===== src/rtl/axis_strip_pkg.sv =====
// Shared definitions for the AXI-Stream head/end strip block: FSM state
// encoding and counter width.
package axis_strip_pkg;

  localparam int CNT_W = 16;

  typedef enum logic [1:0] {
    HEAD = 2'd0,
    BODY = 2'd1,
    PASS = 2'd2
  } strip_state_e;

endpackage


===== src/rtl/axis_out_reg.sv =====
// Single-entry AXI-Stream output register. It loads when load_i is high and
// otherwise empties once the downstream side has taken the beat.
module axis_out_reg #(
  parameter int DSIZE = 32
) (
  input  logic             clock,
  input  logic             rst,
  input  logic             load_i,
  input  logic [DSIZE-1:0] load_data_i,
  input  logic             load_last_i,
  input  logic             tready_i,
  output logic             tvalid_o,
  output logic [DSIZE-1:0] tdata_o,
  output logic             tlast_o,
  output logic             free_o
);

  logic             tvalid_q;
  logic [DSIZE-1:0] tdata_q;
  logic             tlast_q;

  // Data and last stay stable while valid is held, so an unaccepted beat
  // keeps its payload.
  always_ff @(posedge clock or posedge rst) begin
    if (rst) begin
      tvalid_q <= 1'b0;
      tdata_q  <= '0;
      tlast_q  <= 1'b0;
    end else if (load_i) begin
      tvalid_q <= 1'b1;
      tdata_q  <= load_data_i;
      tlast_q  <= load_last_i;
    end else if (tready_i) begin
      tvalid_q <= 1'b0;
    end
  end

  assign tvalid_o = tvalid_q;
  assign tdata_o  = tdata_q;
  assign tlast_o  = tlast_q;
  assign free_o   = !tvalid_q || tready_i;

endmodule


===== src/rtl/axis_strip_a1.sv =====
// AXI-Stream de-framer: removes the head and end beats of each packet and
// moves tlast onto the new final beat. Packet counters are built only when
// AXIS_STRIP_A1_CNT_EN is defined.
module axis_strip_a1
  import axis_strip_pkg::*;
#(
  parameter int DSIZE = 32
) (
  input  logic             clock,
  input  logic             rst,
  input  logic             enable,
  input  logic [DSIZE-1:0] in_tdata,
  input  logic             in_tvalid,
  input  logic             in_tlast,
  output logic             in_tready,
  output logic [DSIZE-1:0] out_tdata,
  output logic             out_tvalid,
  output logic             out_tlast,
  input  logic             out_tready,
  output logic [DSIZE-1:0] head_value,
  output logic             head_vld,
  output logic [DSIZE-1:0] end_value,
  output logic             end_vld,
  output logic             short_pkt,
  output logic [15:0]      pkt_cnt,
  output logic [15:0]      short_cnt,
  output logic [1:0]       dbg_state
);

  // Handshake: a beat moves on both sides only when valid and ready are high
  // on the same rising edge; valid never waits for ready, and a presented beat
  // stays unchanged until it is taken.
  strip_state_e     state_q, state_d;
  logic [DSIZE-1:0] hold_q, hold_d;
  logic             hold_v_q, hold_v_d;
  logic [DSIZE-1:0] head_q, head_d, end_q, end_d;
  logic             head_vld_q, head_vld_d, end_vld_q, end_vld_d;
  logic             short_q, short_d;
  logic             ld, ld_last, out_free;
  logic [DSIZE-1:0] ld_data;
  logic             accept;

  assign in_tready = out_free;
  assign accept    = in_tvalid && in_tready;

  always_comb begin
    state_d    = state_q;
    hold_d     = hold_q;
    hold_v_d   = hold_v_q;
    ld         = 1'b0;
    ld_data    = in_tdata;
    ld_last    = in_tlast;
    head_d     = head_q;
    head_vld_d = 1'b0;
    end_d      = end_q;
    end_vld_d  = 1'b0;
    short_d    = 1'b0;
    if (accept) begin
      case (state_q)
        HEAD: begin
          if (!enable) begin
            ld = 1'b1;
            if (!in_tlast) state_d = PASS;
          end else begin
            head_d     = in_tdata;
            head_vld_d = 1'b1;
            if (in_tlast) short_d = 1'b1;
            else          state_d = BODY;
          end
        end
        PASS: begin
          ld = 1'b1;
          if (in_tlast) state_d = HEAD;
        end
        BODY: begin
          // The hold register lags one beat so the final payload beat is
          // already known when the end word arrives.
          if (!in_tlast) begin
            if (hold_v_q) begin
              ld      = 1'b1;
              ld_data = hold_q;
              ld_last = 1'b0;
            end
            hold_d   = in_tdata;
            hold_v_d = 1'b1;
          end else begin
            end_d     = in_tdata;
            end_vld_d = 1'b1;
            if (hold_v_q) begin
              ld      = 1'b1;
              ld_data = hold_q;
              ld_last = 1'b1;
            end else begin
              short_d = 1'b1;
            end
            hold_v_d = 1'b0;
            state_d  = HEAD;
          end
        end
        default: state_d = HEAD;
      endcase
    end
  end

  always_ff @(posedge clock or posedge rst) begin
    if (rst) begin
      state_q    <= HEAD;
      hold_q     <= '0;
      hold_v_q   <= 1'b0;
      head_q     <= '0;
      head_vld_q <= 1'b0;
      end_q      <= '0;
      end_vld_q  <= 1'b0;
      short_q    <= 1'b0;
    end else begin
      state_q    <= state_d;
      hold_q     <= hold_d;
      hold_v_q   <= hold_v_d;
      head_q     <= head_d;
      head_vld_q <= head_vld_d;
      end_q      <= end_d;
      end_vld_q  <= end_vld_d;
      short_q    <= short_d;
    end
  end

  axis_out_reg #(.DSIZE(DSIZE)) u_out_reg (
    .clock       (clock),
    .rst         (rst),
    .load_i      (ld),
    .load_data_i (ld_data),
    .load_last_i (ld_last),
    .tready_i    (out_tready),
    .tvalid_o    (out_tvalid),
    .tdata_o     (out_tdata),
    .tlast_o     (out_tlast),
    .free_o      (out_free)
  );

`ifdef AXIS_STRIP_A1_CNT_EN
  logic [CNT_W-1:0] pkt_cnt_q, short_cnt_q;

  // An end word with no short flag marks a packet that had real payload.
  always_ff @(posedge clock or posedge rst) begin
    if (rst) begin
      pkt_cnt_q   <= '0;
      short_cnt_q <= '0;
    end else begin
      if (end_vld_d && !short_d) pkt_cnt_q <= pkt_cnt_q + 1'b1;
      if (short_d)               short_cnt_q <= short_cnt_q + 1'b1;
    end
  end

  assign pkt_cnt   = pkt_cnt_q;
  assign short_cnt = short_cnt_q;
`else
  assign pkt_cnt   = '0;
  assign short_cnt = '0;
`endif

  assign head_value = head_q;
  assign head_vld   = head_vld_q;
  assign end_value  = end_q;
  assign end_vld    = end_vld_q;
  assign short_pkt  = short_q;
  assign dbg_state  = state_q;

endmodule


===== config.mk =====
export PLATFORM = sky130hd
export DESIGN_NAME = axis_strip_a1
export DESIGN_NICKNAME = d
export VERILOG_FILES = /design/src/rtl/axis_strip_pkg.sv /design/src/rtl/axis_out_reg.sv /design/src/rtl/axis_strip_a1.sv
export SDC_FILE = /design/constraint.sdc
export NUM_CORES = 1
export LEC_CHECK = 0
export ABC_AREA = 1
export BUFFER_PORTS_ARGS = -buffer_cell sky130_fd_sc_hd__buf_2
export CORE_MARGIN = 3
export CORE_UTILIZATION = 52
export CTS_CLUSTER_SIZE = 40
export DETAILED_ROUTE_END_ITERATION = 8
export PLACE_DENSITY = 0.89
export SYNTH_ARGS = -nofsm -noshare
export SYNTH_HDL_FRONTEND = slang
export SYNTH_SLANG_ARGS = --single-unit

===== constraint.sdc =====
create_clock -name clock -period 5.3 [get_ports clock]
set_clock_uncertainty 0.2 [all_clocks]
set_input_delay 0.265 -clock clock [delete_from_list [all_inputs] [get_ports clock]]
set_output_delay 0.265 -clock clock [all_outputs]
set_load 0.03 [all_outputs]

# Word-level counts from Yosys, hierarchy flattened
# Index checks and enable logic that the tools add are counted.
[word_totals]
regBits = 136
inputBits = 38
output_inout_bits = 136
elab_cells = 55
[op_classes]
n_eq_ne = 4
mux = 28
bitwise_logic = 1
reduce_logical = 11
[op_table]
columns = ["op", "n"]
rows = [
  ["$mux 32", 3],
  ["$mux 1", 18],
  ["$reduce_and 3->1", 4],
  ["$mux 2", 4],
  ["$pmux 2 s2", 1],
  ["$pmux 1 s3", 1],
  ["$eq 2x1->1 const B", 1],
  ["$eq 2x2->1 const B", 1],
  ["$logic_not 2->1", 1],
  ["$ne 2x1->1 const B", 1],
  ["$ne 2x2->1 const B", 1],
  ["$pmux 1 s2", 1],
  ["$reduce_and 2->1", 1],
  ["$reduce_bool 2->1", 1],
  ["$reduce_or 2->1", 1],
  ["$logic_and 1x1->1", 1],
  ["$logic_not 1->1", 1],
  ["$logic_or 1x1->1", 1],
  ["$not 1->1", 1],
]

# Logic depth before layout (Yosys ltp)
[logic_depth]
ltp_word = 5
mapped_depth = 9
mapped_depth_nobuf = 8

# Hierarchy
# A second synthesis with hierarchy kept.
[hier_totals]
hier_cells = 748
hier_area_um2 = 6267.3
[modules_own_cells]
columns = ["module", "n_inst", "cells_per_inst", "area_each_um2"]
rows = [
  ["axis_strip_a1", 1, 603, 4924.7],
  ["axis_out_reg", 1, 145, 1342.5],
]

# Worst setup path after synthesis
# No wires, ideal clock.
[synth_path]
kind = "reg-to-reg"
start = "register state_q[1], in the netlist dbg_state[1]"
end = "register u_out_reg.tdata_q[24], in the netlist u_out_reg.tdata_o[24]"
arrival_ns = 1.562
t_required_ns = 4.982
setup_slack_ns = 3.420
stages_incl_launch_ff = 10
synth_period_minus_slack_ns = 1.880
path_cell_list = "dfrtp_1 -> inv_1 -> ha_1 -> nand2_1 -> inv_2 -> nand3_1 -> buf_2 -> nand2_1 -> nand3_1 -> nand2_1"
[synth_between]
elab_chain_len = 3
word_cells_on_any_way = 7
cone_classes = "2 x eq/ne; 4 x mux; 1 x reduce/logical"
[synth_rtl]
columns = ["element", "line_no", "rtl"]
rows = [
  ["start: declaration", "axis_strip_a1.sv:33", "strip_state_e state_q, state_d;"],
  ["start signal: assignment", "axis_strip_a1.sv:116", "state_q <= state_d;"],
  ["$eq 2x1->1 (tied with other cells)", "axis_strip_a1.sv:59", "case (state_q)"],
  ["$pmux 1 s3 or $mux 32 (tied branches)", "axis_strip_a1.sv:59", ""],
  ["$mux 1 or $mux 32 (tied branches)", "axis_strip_a1.sv:58", "if (accept) begin"],
  ["end signal: assignment", "axis_out_reg.sv:31", "tdata_q <= load_data_i;"],
  ["end: declaration", "axis_out_reg.sv:19", "logic [DSIZE-1:0] tdata_q;"],
]
# Several ways; a longest one is shown, not always the timed one.
# A chain may end at the register's enable or synchronous reset.

# Final worst setup path
[layout_path]
start = "register state_q[1], in the netlist dbg_state[1]"
end = "register u_out_reg.tdata_q[4], in the netlist u_out_reg.tdata_o[4]"
# Same word-level chain as after synthesis.

==> qor.txt <==
# rows: 38
H-tree levels: 4
Via density: 5.05
Most frequent cells in the layout: 207 x nand2_1, 141 x buf_2, 136 x dfrtp_1
Detailed-route wire length: 14.5 mm
Fraction of the cycle the final worst path needs: 0.622
Largest net degree at the start of global routing: 84
Die height: 113 um
Clk buf depth: 2
Top cell by count, worst path: nand2_1
Synthesized area per cell: 8.85 um2
DR DRC count: 0
Clk pwr share: 0.242
Worst-margin pin slew: 1.29 ns
Placer Congestion: 0.809
I/O pin total: 174
Post-layout min period: 3.30 ns
Vias in the first global route: 4860
M1 WL: 5.93 mm
Critical Path AT: 3.44 ns
Cells after Synth: 673
Crit path max fanout: 33
CTS clk-pin slew, worst paths: 0.06 ns
Cell chain of the critical path: inv_1, ha_1, nand2_1, inv_2, nand3_1, nand2_1, nand3_1, nand2_1
Relative slew slack: 0.136
Met2 wire len: 7.33 mm
Pwr/cell area: 688 nW/um2
Final HPWL DP: 8.98 mm
Sequential power share: 0.354
CTS tree: built
Initial core utilization: 0.540
Gate power share: 0.404
Gr usage total: 0.230
Aggregate negative setup slack: 0 ns
Placed insts: 917
Worst path required time: 5.44 ns
Fin cells: 982
Routed Antenna Nets: 0
Final hold viol count: 0
Most common cell after layout, fill and taps aside: nand2_1
Routed length on met3: 1.09 mm
Static Leak: 4.12 nW
First-pass iteration count of the detailed router: 5
Die area: 12800 um2
Min-Delay Path Depth: 3
FF+latch count, synth: 136
Fmax: 303 MHz
N_diodes: 0
Max-cap violations: 0
Area grow syn2layout: 25.4%
Congestion Overflow GR: 0
Clock Tree Root: clkbuf_16
Startpoint Class: register
RSZ-0062 raised after global routing: false
CP max stage delay: 1.06 ns
I/O Buffers: 141
Layout cells sized above 1: 0.217
Unique masters post-synth: 20
Peak supply drop: 411 uV
Fin. max-slew vios: 0
Final Net Count: 871
Setup Buffers After CTS: 0
Outcome: finished, final reports clean
Cell area after synthesis: 5950 um2
Critical path type: reg -> reg
Post-synthesis sequential area ratio: 0.572
Sw Ratio: 0.432
Max Used Layer: met4
FILL cells: 834
Core area: 11000 um2
Antenna violations before repair: 0
Sw power: 2.22 mW
Worst-skew pair later-pin latency: 0.41 ns
Setup-failing EPs final: 0
Yosys Warn Count: 0
Initial DRC count: 385
Worst path slowest cell: nand3_1
Setup crit end kind: register
Clock sinks: 136
Hold Path Class: in -> reg
Via count: 4958
P_int: 2.92 mW
Die width: 113 um
First-pass GRT wire length: 23.8 mm
FF/Latch Area: 3400 um2
CTS Buf Count: 17
Multi-input logic area: 1910 um2
Final Power: 5.14 mW
Reg2Reg Depth: 8
DR WL/cell: 14.8 um
## layer usage
| metal | up-vias | global-route usage |
|---|---|---|
| li1 | 2389 | - |
| met1 | 2352 | 0.295 |
| met2 | 200 | 0.390 |
| met3 | 17 | 0.0599 |
| met4 | 0 | 0.0641 |
| met5 | - | 0 |
## cells by family after synthesis
family                   Yosys count  synth area share
adder cells (fa/ha/maj)            4           0.00841
AO/OA/AOI/OAI                    100            0.0864
flip-flops                       136             0.572
other                              1          0.000630
buffers and inverters            148             0.129
AND/OR/NAND/NOR                  284             0.204
## Yosys cell counts (all sizes together)
cell type | number | area (um2)
buf | 62 | 443
a21boi | 1 | 18.8
ha | 4 | 50.1
nand4 | 33 | 206
nor2 | 5 | 21.3
inv | 76 | 285
conb | 1 | 3.75
nand3 | 38 | 205
nand2 | 208 | 783
o21ai | 98 | 490
clkbuf | 10 | 37.5
dfrtp | 136 | 3400
a21oi | 1 | 5.00
## path summary, 6_finish.rpt
check                                 startpoint                    end  slack, ns
max in group asynchronous                    rst   u_out_reg.tdata_o[2]       3.43
hold / removal                       in_tdata[5]              hold_q[5]      0.007
setup reg to reg                    dbg_state[1]   u_out_reg.tdata_o[4]       2.00
min in group asynchronous                    rst         head_value[19]       0.32
setup / recovery                    dbg_state[1]   u_out_reg.tdata_o[4]       2.00
hold reg to reg            u_out_reg.tdata_o[23]  u_out_reg.tdata_o[23]       0.27
## layout make-up
class                   instances  area share
flip-flops and latches        136       0.456
multi-input cells             420       0.255
repair buffers                178       0.143
clock buffers                  21      0.0604
inverters                      76      0.0389
well taps                     140      0.0235
clock inverters                11      0.0231
## through the flow
stage	setup slack (ns)	utilization	cell area, um2	hold slack, ns
floorplan	1.20	-	6070	0.182
global placement	2.23	0.590	6510	0.247
finish	2.00	0.677	7460	0.00741
global route	1.65	0.677	7460	0.0172
detailed placement	2.07	0.590	6510	0.247
CTS	1.97	0.677	7460	0.00155
## power groups by stage
| stage | clock [mW] | sequential (mW) | combinational [mW] |
|---|---|---|---|
| 5_1_grt | 1.30 | 1.88 | 2.28 |
| 2_1_floorplan | 0 | 2.53 | 0.758 |
| 3_5_place_dp | 0 | 1.82 | 2.06 |
| 4_1_cts | 1.25 | 1.81 | 2.10 |
| 6_report | 1.24 | 1.82 | 2.08 |
| 3_3_place_gp | 0 | 1.80 | 2.01 |
## registers in the layout, indices dropped and copies added, names as in the netlist
register / count
head_vld: 1
head_value: 32
hold_v_q: 1
u_out_reg.tvalid_o: 1
short_pkt: 1
end_value: 32
hold_q: 32
u_out_reg.tdata_o: 32
end_vld: 1
dbg_state: 2
u_out_reg.tlast_o: 1
## critical path, delay by kind of cell, from the launching register on
kind | cells | cell delay [ns]
buffers and inverters | 2 | 0.55
adders and majority gates | 1 | 0.23
DFF | 1 | 0.43
and+or+nand+nor | 5 | 1.79
## timing repair
item                                   in CTS  in global routing
endpoints found under the hold margin     152                  0
hold buffers                               33                  0
gates resized for setup                     0                  0
(Power assumes the default switching activity.)
